File: config.mk
export PLATFORM = sky130hd
export DESIGN_NAME = sram_cfg_arbiter
export DESIGN_NICKNAME = d
export VERILOG_FILES = /design/src/rtl/sam_sram_pkg.sv /design/src/rtl/sram_cfg_regfile.sv /design/src/rtl/sram_cfg_arbiter.sv
export SDC_FILE = /design/constraint.sdc
export NUM_CORES = 1
export LEC_CHECK = 0
export CAP_MARGIN = 20
export CORE_ASPECT_RATIO = 1.75
export CORE_UTILIZATION = 40
export DETAILED_ROUTE_END_ITERATION = 12
export GPL_ROUTABILITY_DRIVEN = 0
export GPL_TIMING_DRIVEN = 0
export PLACE_DENSITY = 0.86
export SLEW_MARGIN = 20
export SYNTH_ARGS = -nofsm -noshare
export SYNTH_HDL_FRONTEND = slang
export SYNTH_HIERARCHICAL = 1
export SYNTH_SLANG_ARGS = --single-unit
File: constraint.sdc
create_clock -name clk24 -period 2.25 [get_ports clk24]
set_input_delay 0.5625 -clock clk24 [delete_from_list [all_inputs] [get_ports clk24]]
set_output_delay 0.5625 -clock clk24 [all_outputs]
set_load 0.03 [all_outputs]
File: src/rtl/sam_sram_pkg.sv
// Shared types and defaults for the SAM Coupe SRAM configuration arbiter.
// CFG_WRITEBACK_EN adds the write-back states to the FSM encoding.
package sam_sram_pkg;

    localparam int                 SRAM_AW         = 21;
    localparam logic [SRAM_AW-1:0] CFG_BASE_DEF    = 21'h008FD5;
    localparam int                 CFG_BYTES_DEF   = 2;
    localparam int                 WAIT_CYCLES_DEF = 3;

    typedef enum logic [2:0] {
        ST_LOAD     = 3'd0,
        ST_LATCH    = 3'd1,
        ST_RUN      = 3'd2
`ifdef CFG_WRITEBACK_EN
        ,
        ST_WB_SETUP = 3'd3,
        ST_WB_PULSE = 3'd4,
        ST_WB_HOLD  = 3'd5
`endif
    } state_e;

    // Address of config byte idx; wraps within the 21-bit SRAM space.
    function automatic logic [SRAM_AW-1:0] cfg_addr(input logic [SRAM_AW-1:0] base,
                                                    input logic [1:0]         idx);
        return base + {{(SRAM_AW-2){1'b0}}, idx};
    endfunction

endpackage

File: src/rtl/sram_cfg_regfile.sv
// Configuration byte bank: one write port shared by boot load and write-back,
// flat read-out with byte i at [8i+7:8i].
module sram_cfg_regfile #(
    parameter int BYTES = 2
) (
    input  logic               clk24,
    input  logic               reset,
    input  logic               we,
    input  logic [1:0]         idx,
    input  logic [7:0]         wdata,
    output logic [8*BYTES-1:0] cfg
);

    logic [8*BYTES-1:0] cfg_r;

    // Byte write; indices outside the bank are silently dropped.
    always_ff @(posedge clk24) begin
        if (reset) begin
            cfg_r <= {(8*BYTES){1'b0}};
        end else if (we) begin
            for (int b = 0; b < BYTES; b++) begin
                if (idx == b[1:0]) begin
                    cfg_r[8*b +: 8] <= wdata;
                end
            end
        end
    end

    assign cfg = cfg_r;

endmodule

File: src/rtl/sram_cfg_arbiter.sv
// SRAM bus owner: boot-loads config bytes, holds the core in reset until done,
// then passes core traffic through. CFG_WRITEBACK_EN enables config write-back.
module sram_cfg_arbiter
    import sam_sram_pkg::*;
#(
    parameter logic [SRAM_AW-1:0] CFG_BASE    = CFG_BASE_DEF,
    parameter int                 CFG_BYTES   = CFG_BYTES_DEF,
    parameter int                 WAIT_CYCLES = WAIT_CYCLES_DEF
) (
    input  logic                   clk24,
    input  logic                   reset,
    input  logic [18:0]            core_addr,
    input  logic                   core_we_n,
    input  logic                   core_slot_free,
    input  logic [7:0]             sram_din,
    input  logic                   wb_req,
    input  logic [1:0]             wb_index,
    input  logic [7:0]             wb_data,
    output logic [SRAM_AW-1:0]     sram_addr,
    output logic                   sram_we_n,
    output logic [7:0]             sram_dout,
    output logic                   sram_doe,
    output logic [8*CFG_BYTES-1:0] cfg,
    output logic                   cfg_valid,
    output logic                   core_reset_n,
    output logic                   wb_ack
);

    localparam logic [1:0] LAST_IDX  = 2'(CFG_BYTES - 1);
    localparam logic [3:0] WAIT_LAST = 4'(WAIT_CYCLES - 1);

    state_e             state_r;
    logic [1:0]         byte_idx_r;
    logic [3:0]         wait_cnt_r;
    logic [SRAM_AW-1:0] addr_r;
    logic               we_n_r;
    logic               cfg_valid_r;
    logic               core_reset_n_r;
    logic               rf_we_s;
    logic [1:0]         rf_idx_s;
    logic [7:0]         rf_wdata_s;

`ifdef CFG_WRITEBACK_EN
    logic               doe_r;
    logic               wb_ack_r;
    logic [7:0]         dout_r;
    logic [1:0]         wb_idx_r;
    logic               wb_grant_s;
    logic               wb_in_range_s;

    assign wb_in_range_s = ({1'b0, wb_index} < 3'(CFG_BYTES));
    // The ack cycle blocks a second grant while the requester drops wb_req.
    assign wb_grant_s    = wb_req && core_slot_free && !wb_ack_r;
`endif

    // Boot loader, run-mode hand-over and write-back sequencer.
    always_ff @(posedge clk24) begin
        if (reset) begin
            state_r        <= ST_LOAD;
            byte_idx_r     <= 2'd0;
            wait_cnt_r     <= 4'd0;
            addr_r         <= CFG_BASE;
            we_n_r         <= 1'b1;
            cfg_valid_r    <= 1'b0;
            core_reset_n_r <= 1'b0;
`ifdef CFG_WRITEBACK_EN
            doe_r          <= 1'b0;
            wb_ack_r       <= 1'b0;
            dout_r         <= 8'h00;
            wb_idx_r       <= 2'd0;
`endif
        end else begin
`ifdef CFG_WRITEBACK_EN
            wb_ack_r <= 1'b0;
`endif
            case (state_r)
                ST_LOAD: begin
                    if (wait_cnt_r == WAIT_LAST) begin
                        wait_cnt_r <= 4'd0;
                        state_r    <= ST_LATCH;
                    end else begin
                        wait_cnt_r <= wait_cnt_r + 4'd1;
                    end
                end
                ST_LATCH: begin
                    if (byte_idx_r == LAST_IDX) begin
                        state_r        <= ST_RUN;
                        cfg_valid_r    <= 1'b1;
                        core_reset_n_r <= 1'b1;
                    end else begin
                        byte_idx_r <= byte_idx_r + 2'd1;
                        addr_r     <= cfg_addr(CFG_BASE, byte_idx_r + 2'd1);
                        state_r    <= ST_LOAD;
                    end
                end
                ST_RUN: begin
`ifdef CFG_WRITEBACK_EN
                    if (wb_grant_s && wb_in_range_s) begin
                        wb_idx_r   <= wb_index;
                        dout_r     <= wb_data;
                        addr_r     <= cfg_addr(CFG_BASE, wb_index);
                        doe_r      <= 1'b1;
                        we_n_r     <= 1'b1;
                        wait_cnt_r <= 4'd0;
                        state_r    <= ST_WB_SETUP;
                    end else if (wb_grant_s) begin
                        wb_ack_r <= 1'b1;
                    end else begin
                        state_r <= ST_RUN;
                    end
`else
                    state_r <= ST_RUN;
`endif
                end
`ifdef CFG_WRITEBACK_EN
                ST_WB_SETUP: begin
                    we_n_r     <= 1'b0;
                    wait_cnt_r <= 4'd0;
                    state_r    <= ST_WB_PULSE;
                end
                ST_WB_PULSE: begin
                    if (wait_cnt_r == WAIT_LAST) begin
                        we_n_r     <= 1'b1;
                        wb_ack_r   <= 1'b1;
                        wait_cnt_r <= 4'd0;
                        state_r    <= ST_WB_HOLD;
                    end else begin
                        wait_cnt_r <= wait_cnt_r + 4'd1;
                    end
                end
                ST_WB_HOLD: begin
                    doe_r   <= 1'b0;
                    state_r <= ST_RUN;
                end
`endif
                default: begin
                    state_r <= ST_LOAD;
                end
            endcase
        end
    end

    // Register bank write port: boot latch or write-back commit on leaving HOLD.
    always_comb begin
        rf_we_s    = 1'b0;
        rf_idx_s   = byte_idx_r;
        rf_wdata_s = sram_din;
        if (state_r == ST_LATCH) begin
            rf_we_s = 1'b1;
        end
`ifdef CFG_WRITEBACK_EN
        else if (state_r == ST_WB_HOLD) begin
            rf_we_s    = 1'b1;
            rf_idx_s   = wb_idx_r;
            rf_wdata_s = dout_r;
        end
`endif
        else begin
            rf_we_s = 1'b0;
        end
    end

    sram_cfg_regfile #(
        .BYTES (CFG_BYTES)
    ) u_regfile (
        .clk24 (clk24),
        .reset (reset),
        .we    (rf_we_s),
        .idx   (rf_idx_s),
        .wdata (rf_wdata_s),
        .cfg   (cfg)
    );

    // Core traffic bypasses all registers so the core sees zero added latency.
    assign sram_addr    = (state_r == ST_RUN) ? {2'b00, core_addr} : addr_r;
    assign sram_we_n    = (state_r == ST_RUN) ? core_we_n : we_n_r;
    assign cfg_valid    = cfg_valid_r;
    assign core_reset_n = core_reset_n_r;

`ifdef CFG_WRITEBACK_EN
    assign sram_doe  = doe_r;
    assign sram_dout = dout_r;
    assign wb_ack    = wb_ack_r;
`else
    logic unused_wb_s;
    assign unused_wb_s = ^{wb_req, wb_index, wb_data, core_slot_free};
    assign sram_doe    = 1'b0;
    assign sram_dout   = 8'h00;
    assign wb_ack      = 1'b0;
`endif

endmodule

==> results of run 1 <==
## kinds of logic (layout without fill, tap and decap cells)
logic type / Yosys count / count (layout) / share of synthesized area
DFF: 29 / 29 / 0.3883
adders and majority gates: 2 / 2 / 0.01673
buffers and inverters: 22 / 97 / 0.09204
AOI/OAI and AO/OA: 13 / 13 / 0.06108
and+or+nand+nor: 65 / 65 / 0.2778
xor gates and xnor gates: 3 / 3 / 0.01758
other: 1 / 12 / 0.002508
muxes: 21 / 21 / 0.1439
## state kept, by name (all words and copies together) (netlist names)
| name | count |
|---|---|
| wait_cnt_r | 4 |
| state_r | 2 |
| byte_idx_r | 2 |
| u_regfile/cfg | 16 |
| core_reset_n | 1 |
| addr_r | 4 |
## cell type report
class / instances / area [um^2]
Timing Repair Buffer: 67 / 640.6
Clock inverter: 1 / 30.03
Multi-Input combinational cell: 116 / 818.3
Clock buffer: 7 / 86.33
Tap cell: 46 / 57.56
Fill cell: 316 / 1236
Sequential cell: 29 / 585.6
Inverter: 2 / 7.507
Buffer: 20 / 130.1
## worst min-delay path: stages, from the launching register on
cell	delay (ns)
dfxtp_1	0.31
nand2b_1	0.06
mux2i_1	0.06
## power groups by stage
stage | Combinational [mW] | Sequential [mW] | Clock (mW)
2_1_floorplan | 0.180 | 0.604 | 0
3_3_place_gp | 0.298 | 0.591 | 0
3_5_place_dp | 0.302 | 0.591 | 0
4_1_cts | 0.302 | 0.581 | 0.564
5_1_grt | 0.325 | 0.588 | 0.587
6_report | 0.298 | 0.581 | 0.555
## stage by stage
step                area, um^2  cells  power, mW
floorplan                 1536    167     0.7843
global placement          2265    280     0.8889
detailed placement        2265    280     0.8930
CTS                       2369    288      1.447
global route              2356    288      1.500
finish                    2356    288      1.434
## placed cells by master (no fill, tap or decap), types with 2 or more instances in the layout
cell	synthesis	routed
buf_4	14	14
clkdlybuf4s50_1	0	47
and2_1	7	7
clkbuf_1	4	5
clkdlybuf4s15_1	0	5
nand2b_1	34	34
inv_1	2	2
dlygate4sd2_1	0	12
a211oi_1	2	2
conb_1	1	12
mux2i_1	17	17
a21oi_1	5	5
buf_2	1	4
clkbuf_8	0	6
xnor2_1	3	3
dfxtp_1	29	27
nor2_1	11	11
ha_1	2	2
mux2_1	4	4
## what timing repair did
| action | 4_1_cts | 5_1_grt |
|---|---|---|
| resized for setup | 29 | 11 |
| cloned | 0 | 0 |
| endpoints found under the setup margin | 20 | 8 |
| pin swaps | 0 | 0 |
## worst paths after layout
path | from | end | slack [ns] | cells after the start
worst max-delay path | core_addr[0] | sram_addr[0] | 0.09 | 3
worst min-delay path | u_regfile/cfg[2]$_SDFFE_PP0P_ | u_regfile/cfg[2]$_SDFFE_PP0P_ | 0.47 | 2
worst max register to register | byte_idx_r[1]$_SDFFE_PP0P_ | addr_r[0]$_SDFFE_PP1P_ | 0.62 | 5
worst min register to register | u_regfile/cfg[2]$_SDFFE_PP0P_ | u_regfile/cfg[2]$_SDFFE_PP0P_ | 0.47 | 2
## routing by layer
| layer | wire, um | global-route usage |
|---|---|---|
| met5 | 0 | 0 |
| met3 | 280 | 0.05652 |
| met2 | 1651 | 0.2861 |
| met1 | 1130 | 0.1842 |
| met4 | 48 | 0.06061 |
==> flow_summary.json, run 1 <==
{
  "drive_above_1_share": 0.1322,
  "worst_setup_path_end_kind": "output port",
  "synth-seq-cells": 29,
  "synthArstFlopShare": 0,
  "nets": 285,
  "worst-path-buf-inv": 2,
  "switching_share": 0.2588,
  "cts.clk_slew.worst_paths_ns": 0.06,
  "diodes": 0,
  "p_int_mw": 1.063,
  "worstSkewPairLatency_ns": 0.28,
  "startpoint_type": "input pin",
  "cts_max_level": 2,
  "routedWlPerCell_um": 10.80,
  "utilization": 0.6559,
  "maxCapViolations": 0,
  "cpMaxStageDelayCell": "clkdlybuf4s50_1",
  "p_per_area_nw_per_um2": 608.6,
  "finalCritPeriodShare": 0.9609,
  "pwr-share-seq": 0.405,
  "crit_chain": "clkdlybuf4s50_1 > mux2_1 > dlygate4sd2_1",
  "hold_violations": 0,
  "avgViaCountPerCell": 4.538,
  "io_pins": 92,
  "synthTopCellsByCount": "34 x nand2b_1, 29 x dfxtp_1, 17 x mux2i_1, 14 x buf_4, 11 x nor2_1",
  "cp.arrival_ns": 1.60,
  "critPathMaxFanout": 1,
  "timing.fmax_mhz": 462.5,
  "die_x_um": 48.22,
  "synthTopCellsByArea": "dfxtp_1 39%, nand2b_1 14%, mux2i_1 11%",
  "critical_path_class": "input pin to output port",
  "synth_edf_count": 0,
  "dpl.hpwl_um": 2334,
  "cts_hold_buffers": 0,
  "finalCriticalPeriod_ns": 2.162,
  "syn_to_final_growth_pct": 57.57,
  "worstPathRequired_ns": 1.69,
  "die_h_um": 82.88,
  "grt_max_degree": 12,
  "grt_pass1_wl_um": 5009,
  "synth_cell_types": 35,
  "synth_most_common_cell": "nand2b_1",
  "yosysTopAreaCell": "dfxtp_1",
  "p_leak_nw": 0.9634,
  "portBuffers": 67,
  "cts_tree": "done",
  "grt_pass1_vias": 1155,
  "fin_worst_skew_ns": 0.004638,
  "max-vdd-ir-drop_mv": 0.5311,
  "drt_iter0_drc": 11,
  "placementRows": 29,
  "hold_class": "register to register",
  "yosysWarnings": 6,
  "synth_area_um2": 1495,
  "cpPeakStageDelay_ns": 0.40,
  "firstDrtPassIters": 4,
  "whs_ns": 0.4727,
  "status": "finished clean",
  "vias": 1307,
  "switchingPower_uw": 371.1,
  "report.final.slew_viol_count": 0,
  "root_buffer": "clkbuf_8",
  "drc": 0,
  "yosysSeqAreaShare": 0.3883,
  "syn_area_per_cell_um2": 9.585,
  "final-setup-viol-count": 0,
  "numCtsBuffers": 5,
  "pwr-share-clk": 0.387,
  "synth_top_cell_area_share": 0.3883,
  "synth_ff_type": "dfxtp_1",
  "fin_tns_setup_ns": 0,
  "dieArea_um2": 3996,
  "cpLargestDelayFamily": "buffers and inverters",
  "post_cts_buffers": 0,
  "worst_slack_ns": 0.08789,
  "cts.sinks": 29,
  "combPwrFrac": 0.208,
  "gr-total-overflow": 0,
  "start_util": 0.4162,
  "cts_buffer_depth": 2,
  "synth_cells": 156,
  "grt_usage": 0.1701,
  "antenna_left": 0,
  "core-area_um2": 3592,
  "pre_cts_ws_ns": -0.1687,
  "drt_wl_total_um": 3111,
  "antenna_found_initial": 0,
  "rsz0062_at_grt": "no"
}
No activity file was read; power rests on OpenSTA's default activity.
==> inputs of run 2 (changes only) <==
--- a/config.mk
+++ b/config.mk
@@ -7,11 +7,13 @@
 export LEC_CHECK = 0
 export CAP_MARGIN = 20
 export CORE_ASPECT_RATIO = 1.75
-export CORE_UTILIZATION = 40
+export CORE_UTILIZATION = 65
 export DETAILED_ROUTE_END_ITERATION = 12
+export DONT_BUFFER_PORTS = 1
 export GPL_ROUTABILITY_DRIVEN = 0
 export GPL_TIMING_DRIVEN = 0
-export PLACE_DENSITY = 0.86
+export MAX_ROUTING_LAYER = met4
+export PLACE_DENSITY = 0.81
 export SLEW_MARGIN = 20
 export SYNTH_ARGS = -nofsm -noshare
 export SYNTH_HDL_FRONTEND = slang
==> flow_summary.json, run 2 (same netlist as run 1, synthesis figures left out) <==
{
  "timing.fmax_mhz": 462.4,
  "fin_tns_setup_ns": 0,
  "cts_buffer_depth": 2,
  "cts_hold_buffers": 0,
  "drt_wl_total_um": 2744,
  "placementRows": 22,
  "max-vdd-ir-drop_mv": 0.6221,
  "firstDrtPassIters": 3,
  "place_area_um2": 1567,
  "root_buffer": "clkbuf_4",
  "grt_usage": 0.2561,
  "cpPeakStageDelay_ns": 0.45,
  "report.final.slew_viol_count": 0,
  "start_util": 0.7054,
  "diodes": 0,
  "worstSkewPairLatency_ns": 0.32,
  "final_area_um2": 1623,
  "numCtsBuffers": 5,
  "maxCapViolations": 0,
  "critPathMaxFanout": 10,
  "fill_cells": 164,
  "drt_iter0_drc": 16,
  "post_cts_buffers": 0,
  "hold_violations": 0,
  "fin_worst_skew_ns": 0.006568,
  "die_h_um": 65.45,
  "worst-path-buf-inv": 1,
  "cpMaxStageDelayCell": "mux2_1",
  "p_leak_nw": 0.6852,
  "cp.arrival_ns": 1.60,
  "place_inst": 191,
  "nets": 218,
  "grt_pass1_wl_um": 4264,
  "die_x_um": 38.26,
  "antenna_left": 0,
  "grt_max_degree": 12,
  "syn_to_final_growth_pct": 8.536,
  "finalCritPeriodShare": 0.9613,
  "layout_common_cells": "34 x nand2b_1, 28 x dfxtp_1, 17 x mux2i_1, 14 x buf_4, 12 x conb_1",
  "cpLargestDelayFamily": "multiplexers",
  "antenna_found_initial": 0,
  "cts_tree": "done",
  "drc": 0,
  "critical_path_class": "register to output port",
  "final-setup-viol-count": 0,
  "cts_max_level": 2,
  "finalCriticalPeriod_ns": 2.163,
  "drive_above_1_share": 0.1552,
  "utilization": 0.7656,
  "rsz0062_at_grt": "no",
  "crit_chain": "and2b_4 > buf_4 > mux2_1",
  "io_pins": 92,
  "status": "finished clean",
  "core-area_um2": 2120,
  "power.total_mw": 1.119,
  "hold_class": "input pin to register",
  "cts.sinks": 29,
  "p_per_area_nw_per_um2": 689.7,
  "vias": 1085,
  "gr-total-overflow": 0,
  "finalNonFillerCells": 198,
  "whs_ns": 0.3301,
  "dieArea_um2": 2504,
  "portBuffers": 0,
  "grt_pass1_vias": 1057,
  "avgViaCountPerCell": 5.480,
  "largest_reg_flops": 16,
  "startpoint_type": "register",
  "cts.clk_slew.worst_paths_ns": 0.09,
  "pre_cts_ws_ns": 0.3699,
  "routedWlPerCell_um": 13.86,
  "dpl.hpwl_um": 2154,
  "worst_setup_path_end_kind": "output port",
  "final_common_cell": "nand2b_1",
  "worstPathRequired_ns": 1.69,
  "worst_slack_ns": 0.08714
}
[run 2: path summary, 6_finish.rpt]
| kind | startpoint | to | slack (ns) | cells after the start |
|---|---|---|---|---|
| setup / recovery | state_r[0]$_SDFFE_PP0P_ | sram_addr[2] | 0.09 | 3 |
| hold / removal | reset | addr_r[0]$_SDFFE_PP1P_ | 0.33 | 1 |
| setup reg to reg | byte_idx_r[1]$_SDFFE_PP0P_ | addr_r[0]$_SDFFE_PP1P_ | 0.62 | 5 |
| hold reg to reg | addr_r[3]$_SDFFE_PP0P_ | addr_r[3]$_SDFFE_PP0P_ | 0.50 | 2 |
[run 2: worst reg2reg max path, delay by kind of cell, from the launching register on]
family	cells	cell delay, ns
simple gates	2	0.50
flops	1	0.45
compound gates	1	0.27
fa+ha+maj	1	0.23
buf+inv	1	0.07
[run 2: final cells by class]
class	count	area, um^2	area share
well taps	24	30.03	0.01850
multi-input cells	116	818.3	0.5042
flip-flops and latches	29	581.8	0.3585
clock buffers	7	55.05	0.03392
plain buffers	20	130.1	0.08018
inverters	2	7.507	0.004626
[run 2: repair_timing]
action | in CTS | in global routing
gates resized for setup | 0 | 1
hold endpoints to repair | 0 | 0
endpoints found under the setup margin | 0 | 3
[run 2: power breakdown]
group | internal, mW | total, mW | switching (mW)
Combinational | 0.0915 | 0.199 | 0.108
Sequential | 0.546 | 0.602 | 0.0561
Clock | 0.147 | 0.318 | 0.171
[run 2: layer usage]
| metal | part of all wire | vias up | global-route usage | routed length, um |
|---|---|---|---|---|
| met1 | 0.33 | 497 | 0.2009 | 892 |
| met2 | 0.56 | 59 | 0.4640 | 1546 |
| met5 | 0 | - | - | 0 |
| met4 | 0.027 | 0 | 0.1607 | 74 |
| met3 | 0.084 | 5 | 0.08108 | 231 |
| li1 | - | 524 | - | - |
